--- src/rtl/instr_fetch_pkg.sv ---
// +--------------------------------------------------------------------+
// | instr_fetch_pkg : shared widths and fetch FSM state encoding        |
// | rev 1.0                                                            |
// +--------------------------------------------------------------------+
`default_nettype none

package instr_fetch_pkg;
  localparam int c_aw    = 16;
  localparam int c_dw    = 16;
  localparam int c_depth = 2;

  typedef enum logic [1:0] {
    IFS_IDLE = 2'd0,
    IFS_WAIT = 2'd1,
    IFS_DROP = 2'd2
  } ifs_state_t;
endpackage

`default_nettype wire

--- src/rtl/instr_fetch_if.sv ---
// +--------------------------------------------------------------------+
// | instr_fetch_if : PC, instruction-memory and decode signals          |
// | rev 1.0                                                            |
// +--------------------------------------------------------------------+
`default_nettype none

interface instr_fetch_if
  import instr_fetch_pkg::*;
#(
  parameter int AW = c_aw,
  parameter int DW = c_dw
);
  logic [AW-1:0] addr;
  logic          J;
  logic          E;
  logic          mem_req;
  logic [AW-1:0] mem_addr;
  logic          mem_ack;
  logic [DW-1:0] mem_rdata;
  logic [DW-1:0] instr;
  logic [AW-1:0] instr_pc;
  logic          instr_valid;
  logic          instr_ready;

  modport master (
    input  addr, J, mem_ack, mem_rdata, instr_ready,
    output E, mem_req, mem_addr, instr, instr_pc, instr_valid
  );

  modport slave (
    output addr, J, mem_ack, mem_rdata, instr_ready,
    input  E, mem_req, mem_addr, instr, instr_pc, instr_valid
  );
endinterface

`default_nettype wire

--- src/rtl/instr_fetch_fifo.sv ---
// +--------------------------------------------------------------------+
// | instr_fetch_fifo : small FIFO of {pc, instr} with flush priority    |
// | rev 1.0                                                            |
// +--------------------------------------------------------------------+
`default_nettype none

module instr_fetch_fifo #(
  parameter int WIDTH = 32,
  parameter int DEPTH = 2
) (
  input  wire logic                       clk,
  input  wire logic                       rst,
  input  wire logic                       i_push,
  input  wire logic                       i_pop,
  input  wire logic                       i_flush,
  input  wire logic [WIDTH-1:0]           i_din,
  output logic      [WIDTH-1:0]           o_dout,
  output logic      [$clog2(DEPTH):0]     o_count
);
  localparam int c_pw = $clog2(DEPTH);

  logic [c_pw-1:0]  r_wptr;
  logic [c_pw-1:0]  r_rptr;
  logic [c_pw:0]    r_count;
  logic [WIDTH-1:0] r_mem [DEPTH];

  // Flush wins over any push/pop in the same cycle
  always_ff @(posedge clk or negedge rst) begin
    if (!rst) begin
      r_wptr  <= '0;
      r_rptr  <= '0;
      r_count <= '0;
    end else if (i_flush) begin
      r_wptr  <= '0;
      r_rptr  <= '0;
      r_count <= '0;
    end else begin
      if (i_push) r_wptr <= r_wptr + 1'b1;
      if (i_pop)  r_rptr <= r_rptr + 1'b1;
      case ({i_push, i_pop})
        2'b10:   r_count <= r_count + 1'b1;
        2'b01:   r_count <= r_count - 1'b1;
        default: r_count <= r_count;
      endcase
    end
  end

  always_ff @(posedge clk) begin
    if (i_push && !i_flush) r_mem[r_wptr] <= i_din;
  end

  assign o_dout  = r_mem[r_rptr];
  assign o_count = r_count;
endmodule

`default_nettype wire

--- src/rtl/instr_fetch.sv ---
// +--------------------------------------------------------------------+
// | instr_fetch : PC-driven instruction fetch with req/ack memory port  |
// | rev 1.0                                                            |
// +--------------------------------------------------------------------+
`default_nettype none

module instr_fetch
  import instr_fetch_pkg::*;
#(
  parameter int AW    = c_aw,
  parameter int DW    = c_dw,
  parameter int DEPTH = c_depth
) (
  input  wire logic      clk,
  input  wire logic      rst,
  instr_fetch_if.master  bus
);
  localparam int c_cw = $clog2(DEPTH) + 1;

  ifs_state_t       r_state;
  ifs_state_t       w_state_nxt;
  logic             r_mem_req;
  logic             w_mem_req_nxt;
  logic [AW-1:0]    r_mem_addr;
  logic [AW-1:0]    w_mem_addr_nxt;
  logic             w_push;
  logic             w_e;
  logic             w_pop;
  logic             w_valid;
  logic             w_space;
  logic [c_cw-1:0]  w_count;
  logic [c_cw:0]    w_occ;
  logic [AW+DW-1:0] w_head;

  // An outstanding fetch already owns a FIFO slot
  assign w_occ   = {1'b0, w_count} + {{c_cw{1'b0}}, (r_state != IFS_IDLE)};
  assign w_space = w_occ < (c_cw+1)'(DEPTH);
  assign w_valid = (w_count != '0) && !bus.J;
  assign w_pop   = w_valid && bus.instr_ready;

  always_ff @(posedge clk or negedge rst) begin
    if (!rst) begin
      r_state    <= IFS_IDLE;
      r_mem_req  <= 1'b0;
      r_mem_addr <= '0;
    end else begin
      r_state    <= w_state_nxt;
      r_mem_req  <= w_mem_req_nxt;
      r_mem_addr <= w_mem_addr_nxt;
    end
  end

  always_comb begin
    w_state_nxt    = r_state;
    w_mem_req_nxt  = r_mem_req;
    w_mem_addr_nxt = r_mem_addr;
    w_push         = 1'b0;
    w_e            = 1'b0;
    case (r_state)
      IFS_IDLE: begin
        if (!bus.J && w_space) begin
          w_mem_req_nxt  = 1'b1;
          w_mem_addr_nxt = bus.addr;
          w_state_nxt    = IFS_WAIT;
        end
      end
      IFS_WAIT: begin
        if (bus.mem_ack) begin
          w_mem_req_nxt = 1'b0;
          w_state_nxt   = IFS_IDLE;
          if (!bus.J) begin
            w_push = 1'b1;
            w_e    = 1'b1;
          end
        end else if (bus.J) begin
          w_state_nxt = IFS_DROP;
        end
      end
      IFS_DROP: begin
        // Request stays up until the stale response arrives, then is discarded
        if (bus.mem_ack) begin
          w_mem_req_nxt = 1'b0;
          w_state_nxt   = IFS_IDLE;
        end
      end
      default: begin
        w_mem_req_nxt = 1'b0;
        w_state_nxt   = IFS_IDLE;
      end
    endcase
  end

  instr_fetch_fifo #(
    .WIDTH (AW + DW),
    .DEPTH (DEPTH)
  ) u_fifo (
    .clk     (clk),
    .rst     (rst),
    .i_push  (w_push),
    .i_pop   (w_pop),
    .i_flush (bus.J),
    .i_din   ({r_mem_addr, bus.mem_rdata}),
    .o_dout  (w_head),
    .o_count (w_count)
  );

  assign bus.E           = w_e;
  assign bus.mem_req     = r_mem_req;
  assign bus.mem_addr    = r_mem_addr;
  assign bus.instr       = w_head[DW-1:0];
  assign bus.instr_pc    = w_head[AW+DW-1:DW];
  assign bus.instr_valid = w_valid;
endmodule

`default_nettype wire

--- src/flat_wrapper.sv ---
// flat-port wrapper written by rule: the top's interface ports become plain ports
module instr_fetch_flat import instr_fetch_pkg::*;
#(
  parameter int AW    = c_aw,
  parameter int DW    = c_dw,
  parameter int DEPTH = c_depth
)
  (clk, rst, bus_addr, bus_J, bus_mem_ack, bus_mem_rdata, bus_instr_ready, bus_E, bus_mem_req, bus_mem_addr, bus_instr, bus_instr_pc, bus_instr_valid);
  instr_fetch_if #(.AW(AW), .DW(DW)) bus_i ();
  input  wire logic clk;
  input  wire logic rst;
  input wire logic [$bits(bus_i.addr)-1:0] bus_addr;
  input wire logic [$bits(bus_i.J)-1:0] bus_J;
  input wire logic [$bits(bus_i.mem_ack)-1:0] bus_mem_ack;
  input wire logic [$bits(bus_i.mem_rdata)-1:0] bus_mem_rdata;
  input wire logic [$bits(bus_i.instr_ready)-1:0] bus_instr_ready;
  output wire logic [$bits(bus_i.E)-1:0] bus_E;
  output wire logic [$bits(bus_i.mem_req)-1:0] bus_mem_req;
  output wire logic [$bits(bus_i.mem_addr)-1:0] bus_mem_addr;
  output wire logic [$bits(bus_i.instr)-1:0] bus_instr;
  output wire logic [$bits(bus_i.instr_pc)-1:0] bus_instr_pc;
  output wire logic [$bits(bus_i.instr_valid)-1:0] bus_instr_valid;
  assign bus_i.addr = bus_addr;
  assign bus_i.J = bus_J;
  assign bus_i.mem_ack = bus_mem_ack;
  assign bus_i.mem_rdata = bus_mem_rdata;
  assign bus_i.instr_ready = bus_instr_ready;
  assign bus_E = bus_i.E;
  assign bus_mem_req = bus_i.mem_req;
  assign bus_mem_addr = bus_i.mem_addr;
  assign bus_instr = bus_i.instr;
  assign bus_instr_pc = bus_i.instr_pc;
  assign bus_instr_valid = bus_i.instr_valid;
  instr_fetch #(.AW(AW), .DW(DW), .DEPTH(DEPTH)) u_core (.clk(clk), .rst(rst), .bus(bus_i));
endmodule
--- config.mk ---
export PLATFORM = sky130hd
export DESIGN_NAME = instr_fetch_flat
export DESIGN_NICKNAME = d
export VERILOG_FILES = /design/src/rtl/instr_fetch_pkg.sv /design/src/rtl/instr_fetch_if.sv /design/src/rtl/instr_fetch_fifo.sv /design/src/rtl/instr_fetch.sv /design/src/flat_wrapper.sv
export SDC_FILE = /design/constraint.sdc
export NUM_CORES = 1
export LEC_CHECK = 0
export BUFFER_PORTS_ARGS = -buffer_cell sky130_fd_sc_hd__buf_4
export CAP_MARGIN = 10
export CORE_MARGIN = 5
export CORE_UTILIZATION = 35
export CTS_BUF_LIST = sky130_fd_sc_hd__clkbuf_8
export CTS_CLUSTER_DIAMETER = 200
export DETAILED_ROUTE_END_ITERATION = 10
export PLACE_DENSITY_LB_ADDON = 0.05
export SETUP_SLACK_MARGIN = 0.02
export SYNTH_ARGS = -nofsm -noshare
export SYNTH_HDL_FRONTEND = slang
export SYNTH_HIERARCHICAL = 1
export SYNTH_SLANG_ARGS = --single-unit
export TNS_END_PERCENT = 30
--- constraint.sdc ---
create_clock -name clk -period 4 [get_ports clk]
set_input_delay 0.2 -clock clk [delete_from_list [all_inputs] [get_ports clk]]
set_output_delay 0.2 -clock clk [all_outputs]
set_load 0.01 [all_outputs]
==> flow_metrics.py <==
metrics = {
    "synthesis": {
        "async_flop_share": 0.264,
        "synth_top_area_share": 0.545,
        "synth_most_common_cell": "edfxtp_1",
        "yosys_warnings": 6,
        "synth_nets": 221,
        "ys_dominant_reg_cell": "edfxtp_1",
        "synthCells": 181,
        "synth_area_leader_cell": "edfxtp_1",
        "yosys-top-cells-area": "edfxtp_1, mux2_4, dfrtp_1",
        "yosysUniqueCellTypes": 26,
        "synth.cell_area_mm2": 0.00352,
        "synth_area_per_cell_um2": 19.5,
        "synthTopCellsByCount": "edfxtp_1, mux2_4, dfrtp_1, mux2_2, nor2_1",
        "ys_seq_elements": 87,
        "synth_enable_flop_cells": 64,
        "ys_seq_area_frac": 0.709,
    },
    "hold_path": {
        "whs_endpoint": "u_core/u_fifo/r_mem[1][6]$_DFFE_PP_",
        "whs_path_depth": 1,
        "hp-start": "bus_mem_rdata[6]",
        "min_path_type": "in -> reg",
    },
    "worst_setup_path": {
        "cp-start-kind": "flip-flop",
        "r2r_end": "u_core/u_fifo/r_mem[1][31]$_DFFE_PP_",
        "cp_slowest_stage_delay_ps": 770,
        "cp-end-kind": "flip-flop",
        "crit_type": "reg -> reg",
        "worst_path_max_delay_cell": "and3b_2",
        "r2r-start": "u_core/r_state[1]$_DFFE_PN0P_",
        "cp_max_fo": 32,
        "cp_num_buf_inv": 1,
        "cp.required_ps": 3970,
        "arrival_ps": 2270,
        "worstPathCellList": "inv_1, ha_1, nor2b_1, and2_1, and3b_2",
        "reg2reg_slack_ps": 1700,
        "critPathTopFamily": "simple AND/OR/NAND/NOR gates",
        "rr_worst_depth": 5,
    },
    "floorplanning": {
        "pin_count": 88,
        "rows": 36,
        "dieArea_mm2": 0.0122,
        "start_util": 0.359,
        "fp.coreArea_mm2": 0.00982,
        "die_h_um": 110,
        "die_w_um": 110,
    },
    "global_route": {
        "grt_pass1_vias": 1876,
        "grt_antenna_before_repair": 0,
        "grt_overflow": 0,
        "grt_max_degree": 34,
        "track_usage": 0.114,
        "grt_pass1_wl_mm": 10.1,
    },
    "finish": {
        "fin_util": 0.457,
        "area_growth_pct": 27.3,
        "nNetsFinal": 317,
        "diodes": 0,
        "drive_above_1_share": 0.557,
    },
    "route": {
        "vias": 1811,
        "routed_via_density": 4.36,
        "firstDrtPassIters": 4,
        "wl_mm": 6.52,
        "drtIter0Drc": 38,
        "ant_nets": 0,
        "wire_per_inst_um": 15.7,
        "drc": 0,
    },
    "place": {
        "hpwl_mm": 4.39,
        "place_congestion": 0.681,
        "port_buffers": 87,
    },
    "pwr": {
        "p_per_area_mw_per_mm2": 552,
        "ir_drop_mv": 0.272,
        "p_leak_uw": 0.00180,
    },
    "clocking": {
        "h-tree-depth": 3,
        "insertion_delay_ps": 350,
        "clkTransAtPathRegs_ps": 90,
        "cts_tree": "done",
        "cts_sinks": 87,
        "cts_root_buf": "clkbuf_8",
        "cts_max_path_buffers": 2,
        "cts_buffers": 9,
        "postCtsSetupBuffers": 0,
    },
    "sta": {
        "fin_crit_sh": 0.574,
        "clock_skew_ps": 8.44,
        "rsz0062_at_grt": "false",
        "report.final.slew_viol_count": 0,
        "tightest_slew_ps": 1100,
        "period_needed_ps": 2300,
        "max_clock_freq_mhz": 435,
        "finalHoldViolCount": 0,
        "tns_ps": 0,
        "final-setup-viol-count": 0,
        "max-slew-margin-rel": 0.270,
    },
    "flow_run": {
        "max_cap_violations": 0,
    },
    "outcome": {
        "outcome": "finished clean",
    },
}
[metal layers]
metal / GRT usage / vias to the layer above / routed length (um)
li1: - / 867 / -
met1: 0.142 / 882 / 2640
met2: 0.183 / 54 / 3310
met3: 0.0425 / 8 / 505
met4: 0.0369 / 0 / 64
met5: 0 / - / 0
[registers in the layout (all words and copies together), names as in the netlist]
name	count
u_core/u_fifo/r_mem	64
u_core/u_fifo/o_count	2
u_core/bus.mem_req	1
u_core/u_fifo/r_rptr	1
u_core/u_fifo/r_wptr	1
u_core/r_state	2
u_core/bus.mem_addr	16
[logic make-up after synthesis]
family | count (synthesis) | synth area share
AOI/OAI and AO/OA | 9 | 0.0135
adders and majority gates | 3 | 0.0107
xor gates and xnor gates | 3 | 0.00746
buffers and inverters | 9 | 0.0227
muxes | 49 | 0.198
DFF | 87 | 0.709
and+or+nand+nor | 21 | 0.0391
[worst max-delay path by stage]
stage,startpoint,slack (ps),depth (start not counted),to
after CTS,u_core/r_state[1]$_DFFE_PN0P_,1670,5,u_core/u_fifo/r_mem[1][20]$_DFFE_PP_
after global routing,u_core/r_state[1]$_DFFE_PN0P_,1580,5,u_core/u_fifo/r_mem[1][14]$_DFFE_PP_
final,u_core/r_state[1]$_DFFE_PN0P_,1700,5,u_core/u_fifo/r_mem[1][31]$_DFFE_PP_
after detailed placement,u_core/r_state[1]$_DFFE_PN0P_,1690,5,u_core/u_fifo/r_mem[1][13]$_DFFE_PP_
after floorplan,u_core/r_state[1]$_DFFE_PN0P_,50,5,u_core/u_fifo/r_mem[0][0]$_DFFE_PP_
after global placement,u_core/r_state[1]$_DFFE_PN0P_,1760,5,u_core/u_fifo/r_mem[1][13]$_DFFE_PP_
[worst reg2reg max path, cell delays in order (launching register included)]
cell and delay, ps:
dfrtp_1 420, inv_1 90, ha_1 180, nor2b_1 160, and2_1 280, and3b_2 770
[layout by cell type (no fill, tap or decap), drive strengths merged]
cell / instances
xnor2: 2
clkinvlp: 2
nand2b: 1
nor3: 3
o21ai: 4
nand2: 1
and3b: 2
nor2b: 1
clkbuf: 9
a22oi: 1
dlygate4sd3: 1
ha: 3
dfrtp: 23
xor2: 1
and2: 3
clkinv: 3
a21oi: 4
edfxtp: 64
inv: 6
nor3b: 3
buf: 89
nor2: 7
mux2: 49
[through the flow]
step / setup slack, ps / total power [uW] / hold slack [ps] / area, um^2 / instances
4_1_cts: 1670 / 2520 / 6.80 / 4490 / 415
6_report: 1700 / 2470 / 30.2 / 4490 / 415
2_1_floorplan: 53.7 / 1680 / -95.6 / 3520 / 181
5_1_grt: 1580 / 2630 / 4.05 / 4490 / 415
3_5_place_dp: 1690 / 1980 / 128 / 4300 / 398
3_3_place_gp: 1760 / 1970 / 130 / 4300 / 398
[layout make-up]
type,count,area [um^2]
Fill cell,882,5330
Sequential cell,87,2500
Multi-Input combinational cell,85,953
Timing Repair Buffer,90,678
Tap cell,133,166
Clock buffer,9,124
Clock inverter,7,50.0
Inverter,4,15.0
[power breakdown]
part	internal, uW	switching (uW)	leakage, uW	total [uW]
clock	226	308	0.0000870	534
sequential	1150	127	0.000856	1280
combinational	396	267	0.000862	662
total	1770	701	0.00180	2470
[what timing repair did]
item / 4_1_cts / 5_1_grt
resized for setup: 0 / 0
endpoints found under the hold margin: 23 / 0
hold buffers: 1 / 0
setup endpoints to repair: 0 / 0
No activity file was read; power rests on OpenSTA's default activity.
